===== src/rtl/fetch_sequencer_pkg.sv =====
// Shared types and constants for the fetch/execute sequencer.
package fetch_sequencer_pkg;

    localparam int unsigned ADDR_W = 16;
    localparam int unsigned DATA_W = 8;

    localparam logic [ADDR_W-1:0] RESET_PC_DEFAULT = 16'h0000;

    typedef enum logic [2:0] {
        FETCH0 = 3'd0,
        FETCH1 = 3'd1,
        DECODE = 3'd2,
        EXEC   = 3'd3,
        COMMIT = 3'd4,
        HALT   = 3'd5
    } state_e;

    // States that own the memory bus.
    function automatic logic is_bus_state(input state_e s);
        return (s == FETCH0) || (s == FETCH1) || (s == EXEC);
    endfunction

endpackage


===== src/rtl/fetch_sequencer_bus_wait_timer.sv =====
// Bus wait counter with expiry detect.
//   clk, rst_n : clock, async active-low reset
//   clear      : zero the counter (no access waiting)
//   enable     : access waiting this cycle (req high, ready low)
//   expire_c   : this waiting cycle is the BUS_TIMEOUT-th; 0 when BUS_TIMEOUT==0
module fetch_sequencer_bus_wait_timer #(
    parameter int unsigned BUS_TIMEOUT = 255
) (
    input  logic clk,
    input  logic rst_n,
    input  logic clear,
    input  logic enable,
    output logic expire_c
);

    localparam int unsigned CNT_W = (BUS_TIMEOUT > 1) ? $clog2(BUS_TIMEOUT) : 1;
    localparam logic [CNT_W-1:0] LAST =
        CNT_W'((BUS_TIMEOUT == 0) ? 0 : BUS_TIMEOUT - 1);

    logic [CNT_W-1:0] cnt;

    // Counts waited cycles of the current access.
    always_ff @(posedge clk or negedge rst_n) begin
        if (!rst_n) begin
            cnt <= '0;
        end else if (clear) begin
            cnt <= '0;
        end else if (enable) begin
            cnt <= cnt + CNT_W'(1);
        end
    end

    // Expiry only on a cycle that is still waiting, so a ready in that cycle wins.
    assign expire_c = (BUS_TIMEOUT != 0) && enable && (cnt == LAST);

endmodule


===== src/rtl/fetch_sequencer.sv =====
// Instruction fetch/execute sequencer: owns the PC, fetches 1-2 instruction
// bytes, performs the optional data access and commits the next PC.
//   pc, instr, longoffs      : architectural PC and latched instruction bytes
//   dec_*                    : decoder results for instr
//   calc_addr, calc_pcout    : address calculator results
//   bus_*                    : single 8-bit memory bus (req held until ready)
//   retire, halted, fault    : commit pulse and stop status
module fetch_sequencer
    import fetch_sequencer_pkg::*;
#(
    parameter logic [15:0] RESET_PC    = RESET_PC_DEFAULT,
    parameter int unsigned BUS_TIMEOUT = 255
) (
    input  logic        clk,
    input  logic        rst_n,
    output logic [15:0] pc,
    output logic [7:0]  instr,
    output logic [7:0]  longoffs,
    input  logic        dec_twobyte,
    input  logic        dec_mem,
    input  logic        dec_write,
    input  logic        dec_halt,
    input  logic [15:0] calc_addr,
    input  logic [15:0] calc_pcout,
    output logic [15:0] bus_addr,
    output logic        bus_req,
    output logic        bus_we,
    input  logic [7:0]  bus_rdata,
    input  logic        bus_ready,
    output logic        retire,
    output logic        halted,
    output logic        fault
);

    state_e            state, state_n;
    logic [ADDR_W-1:0] pc_n;
    logic [DATA_W-1:0] instr_n, longoffs_n;
    logic              fault_n;
    logic              done_c, wait_c, expire_c;

    // A ready with no request pending is ignored.
    assign done_c = bus_req && bus_ready;
    assign wait_c = bus_req && !bus_ready;

    fetch_sequencer_bus_wait_timer #(
        .BUS_TIMEOUT(BUS_TIMEOUT)
    ) u_timer (
        .clk     (clk),
        .rst_n   (rst_n),
        .clear   (!wait_c),
        .enable  (wait_c),
        .expire_c(expire_c)
    );

    // Address mux; calc_addr is only stable once instr/longoffs are latched,
    // so the data address is not registered.
    always_comb begin
        bus_addr = pc;
        if (state == EXEC) begin
            bus_addr = calc_addr;
        end
    end

    // Next-state and next-register logic.
    always_comb begin
        state_n    = state;
        pc_n       = pc;
        instr_n    = instr;
        longoffs_n = longoffs;
        fault_n    = fault;
        unique case (state)
            FETCH0: begin
                if (done_c) begin
                    instr_n    = bus_rdata;
                    longoffs_n = '0;
                    state_n    = DECODE;
                end else if (expire_c) begin
                    fault_n = 1'b1;
                    state_n = HALT;
                end
            end
            DECODE: begin
                if (dec_halt) begin
                    state_n = HALT;
                end else if (dec_twobyte) begin
                    pc_n    = pc + ADDR_W'(1);
                    state_n = FETCH1;
                end else if (dec_mem) begin
                    state_n = EXEC;
                end else begin
                    state_n = COMMIT;
                end
            end
            FETCH1: begin
                if (done_c) begin
                    longoffs_n = bus_rdata;
                    state_n    = dec_mem ? EXEC : COMMIT;
                end else if (expire_c) begin
                    fault_n = 1'b1;
                    state_n = HALT;
                end
            end
            EXEC: begin
                if (done_c) begin
                    state_n = COMMIT;
                end else if (expire_c) begin
                    fault_n = 1'b1;
                    state_n = HALT;
                end
            end
            COMMIT: begin
                pc_n    = calc_pcout;
                state_n = FETCH0;
            end
            HALT: begin
                state_n = HALT;
            end
            default: begin
                state_n = FETCH0;
            end
        endcase
    end

    // State and registered outputs; bus outputs are decoded from the next
    // state so they are valid for the whole cycle of that state.
    always_ff @(posedge clk or negedge rst_n) begin
        if (!rst_n) begin
            state    <= FETCH0;
            pc       <= RESET_PC;
            instr    <= '0;
            longoffs <= '0;
            bus_req  <= 1'b0;
            bus_we   <= 1'b0;
            retire   <= 1'b0;
            halted   <= 1'b0;
            fault    <= 1'b0;
        end else begin
            state    <= state_n;
            pc       <= pc_n;
            instr    <= instr_n;
            longoffs <= longoffs_n;
            bus_req  <= is_bus_state(state_n);
            bus_we   <= (state_n == EXEC) && dec_write;
            retire   <= (state_n == COMMIT);
            halted   <= (state_n == HALT);
            fault    <= fault_n;
        end
    end

endmodule


===== config.mk =====
export PLATFORM = sky130hd
export DESIGN_NAME = fetch_sequencer
export DESIGN_NICKNAME = d
export VERILOG_FILES = /design/src/rtl/fetch_sequencer_pkg.sv /design/src/rtl/fetch_sequencer_bus_wait_timer.sv /design/src/rtl/fetch_sequencer.sv
export SDC_FILE = /design/constraint.sdc
export NUM_CORES = 1
export LEC_CHECK = 0
export CAP_MARGIN = 5
export CORE_MARGIN = 5
export CORE_UTILIZATION = 35
export DETAILED_ROUTE_END_ITERATION = 12
export HOLD_SLACK_MARGIN = 0.12
export PLACE_DENSITY = 0.65
export SLEW_MARGIN = 30
export SYNTH_ARGS = -nofsm -noshare
export SYNTH_HDL_FRONTEND = slang
export SYNTH_SLANG_ARGS = --single-unit

===== constraint.sdc =====
create_clock -name clk -period 2.25 [get_ports clk]
set_clock_uncertainty 0.05 [all_clocks]
set_input_delay 0.45 -clock clk [delete_from_list [all_inputs] [get_ports clk]]
set_output_delay 0.45 -clock clk [all_outputs]
set_load 0.01 [all_outputs]

==> flow_summary.yaml <==
run_status:
  status: "finished clean"
power:
  power_leakage_nw: 1.57
  power_density_mw_per_mm2: 1220
  ir_drop_mv: 0.588
global_routing:
  grt_pass1_vias: 2416
  globalRouteOverflowTotal: 0
  grt_max_degree: 49
  grt_usage_pct: 15.6
  grt_pass1_wl_um: 12300
  antenna_found_initial: 0
run:
  maxCapViolCount: 0
clocking:
  clock-sinks: 48
  clk_pin_slew_ps: 90
  cts_buffer_depth: 2
  cts_root_buffer: "clkbuf_8"
  clk_latency_ps: 310
  tritoncts: "yes"
  cts_buffers: 5
  h-tree-depth: 2
yosys:
  synth_top_family_by_area: "simple AND/OR/NAND/NOR gates"
  synth_area_mm2: 0.00266
  yosys-top-cells-count: "dfrtp_1, nand2_1, mux2_2"
  synthFlopType: "dfrtp_1"
  async_reset_ff_share_pct: 100
  syn_area_per_cell_um2: 9.93
  synthXorXnorAreaFrac_pct: 1.65
  synth-compound-area-share_pct: 16.8
  yosys.area_share.simple_pct: 20.6
  synth_top_area_share_pct: 45.2
  synthTopCellsByArea: "dfrtp_1, mux2_2, nand2_1"
  synth_fp_nets: 318
  yosys.area.top_type: "dfrtp_1"
  synthCells: 268
  yosysUniqueCellTypes: 53
  synth_mux_area_share_pct: 10.5
  ys_ff_latch: 48
  synth-edff-count: 0
  synthAdderAreaFrac_pct: 1.41
  ys_warn_count: 0
  seq_area_frac_synth_pct: 45.2
  yosysMostFrequentCell: "dfrtp_1"
timing:
  tns_ps: 0
  maxSlewViolCount: 0
  slew-limit-headroom_pct: 66.7
  finalCritPeriodShare_pct: 95.5
  setup_ws_ps: 101
  worstMarginPinSlew_ps: 500
  rsz0062_at_grt: "false"
  period_minus_slack_ps: 2150
  setup_viol: 0
  final_hold_viol_count: 0
  fmax_mhz: 465
floorplan:
  die_x_um: 97.2
  dieHeight_um: 97.2
  die-area_mm2: 0.00944
  initial_utilization_pct: 36.3
  core_area_mm2: 0.00733
  num_rows: 31
  io_pins: 100
setup_path:
  crit_family: "buffers and inverters"
  required_ps: 1750
  path_buf_inv: 2
  crit_fanout: 16
  cpPeakStageDelay_ps: 400
  critical_path.startpoint_type: "flip-flop"
  slowest_stage: "dfrtp_1"
  crit_chain: "nand3b_1 > buf_12 > mux2_2 > dlygate4sd2_1"
  crit_type: "flip-flop to primary output"
  endpoint_kind: "primary output"
  cp.arrival_ps: 1650
drt:
  vias: 2409
  drt_iter0_markers: 115
  drc: 0
  via_per_inst: 5.13
  wirelength_um: 7270
  avgRoutedWirePerCell_um: 15.5
  firstDrtPassIters: 5
  ant_nets: 0
finish:
  filler_cell_count: 664
  nets: 420
  syn_to_final_growth_pct: 46.0
  diodes: 0
  drive_above_1_share_pct: 14.6
  finalNonFillerCells: 470
place:
  dp.cells: 461
  post-place-ws_ps: 76.9
  portBuffers: 99
  globalplace.congestion: 0.808
  place_hpwl_um: 5450
worst_hold_path:
  holdCritPathClass: "flip-flop to flip-flop"
-- area by class of cell --
class	instances	area, um^2	share of cell area [%]
multi-input cells	202	1360	34.9
flip-flops and latches	48	1200	30.9
repair buffers	110	1080	27.7
well taps	99	124	3.19
clock buffers	5	68.8	1.77
clock inverters	3	46.3	1.19
inverters	3	11.3	0.290
-- routing by layer --
| layer | track usage, % | share of wire [%] | routed length (um) |
|---|---|---|---|
| met1 | 21.1 | 46 | 3360 |
| met2 | 25.1 | 48 | 3500 |
| met3 | 2.73 | 4.2 | 306 |
| met4 | 5.18 | 1.5 | 106 |
| met5 | 0 | 0 | 0 |
-- final timing paths --
kind / end / cells past startpoint / slack [ps] / from
worst min register to register: fault$_DFFE_PN0P_ / 1 / 420 / fault$_DFFE_PN0P_
worst min-delay path: fault$_DFFE_PN0P_ / 1 / 420 / fault$_DFFE_PN0P_
worst max-delay path: bus_addr[10] / 4 / 100 / state[0]$_DFF_PN0_
min in group asynchronous: longoffs[5]$_DFFE_PN0P_ / 3 / 620 / rst_n
worst max register to register: pc[9]$_DFFE_PN0P_ / 5 / 280 / state[0]$_DFF_PN0_
max in group asynchronous: bus_we$_DFF_PN0_ / 3 / 1310 / rst_n
-- state kept, by name (all words and copies together), names as in the netlist --
name / cells
instr: 8
bus_req: 1
u_timer.cnt: 8
retire: 1
state: 3
halted: 1
bus_we: 1
fault: 1
longoffs: 8
pc: 16
-- logic make-up (layout without fill, tap and decap cells) --
logic type	count (synthesis)	after routing
fa+ha+maj	3	3
buf+inv	18	121
xor+xnor	5	5
compound gates	66	66
mux	25	25
simple gates	103	103
flops	48	48
-- cells in the final DEF (no fill, tap or decap), drive strengths merged, types with 11 or more instances in the layout --
| cell | synthesis | final |
|---|---|---|
| clkdlybuf4s50 | 0 | 82 |
| dfrtp | 48 | 48 |
| nand2 | 31 | 31 |
| mux2 | 24 | 24 |
| nor2 | 22 | 22 |
| a21oi | 19 | 19 |
| dlygate4sd2 | 0 | 16 |
| o21ai | 16 | 16 |
| nand3 | 15 | 15 |
| buf | 10 | 11 |
-- stage by stage --
step                util [%]  total power (W)  area [um^2]  hold slack, ps
floorplan                  -          0.00293         2660             104
global placement        51.5          0.00419         3780             404
detailed placement      51.5          0.00424         3780             411
CTS                     53.0          0.00479         3880             433
global route            53.0          0.00510         3880             459
finish                  53.0          0.00474         3880             422
-- timing repair --
action	4_1_cts	5_1_grt
hold buffers	1	0
buffers inserted	0	0
setup endpoints to repair	16	0
gates resized for setup	16	0
hold endpoints to repair	48	0
-- where the power goes --
group	switching, W	internal, W	leakage, nW	total [W]
Combinational	0.00122	0.00137	0.922	0.00259
Clock	0.000313	0.000335	0.0548	0.000648
Sequential	0.000332	0.00117	0.598	0.00151
No activity file was read; power rests on OpenSTA's default activity.
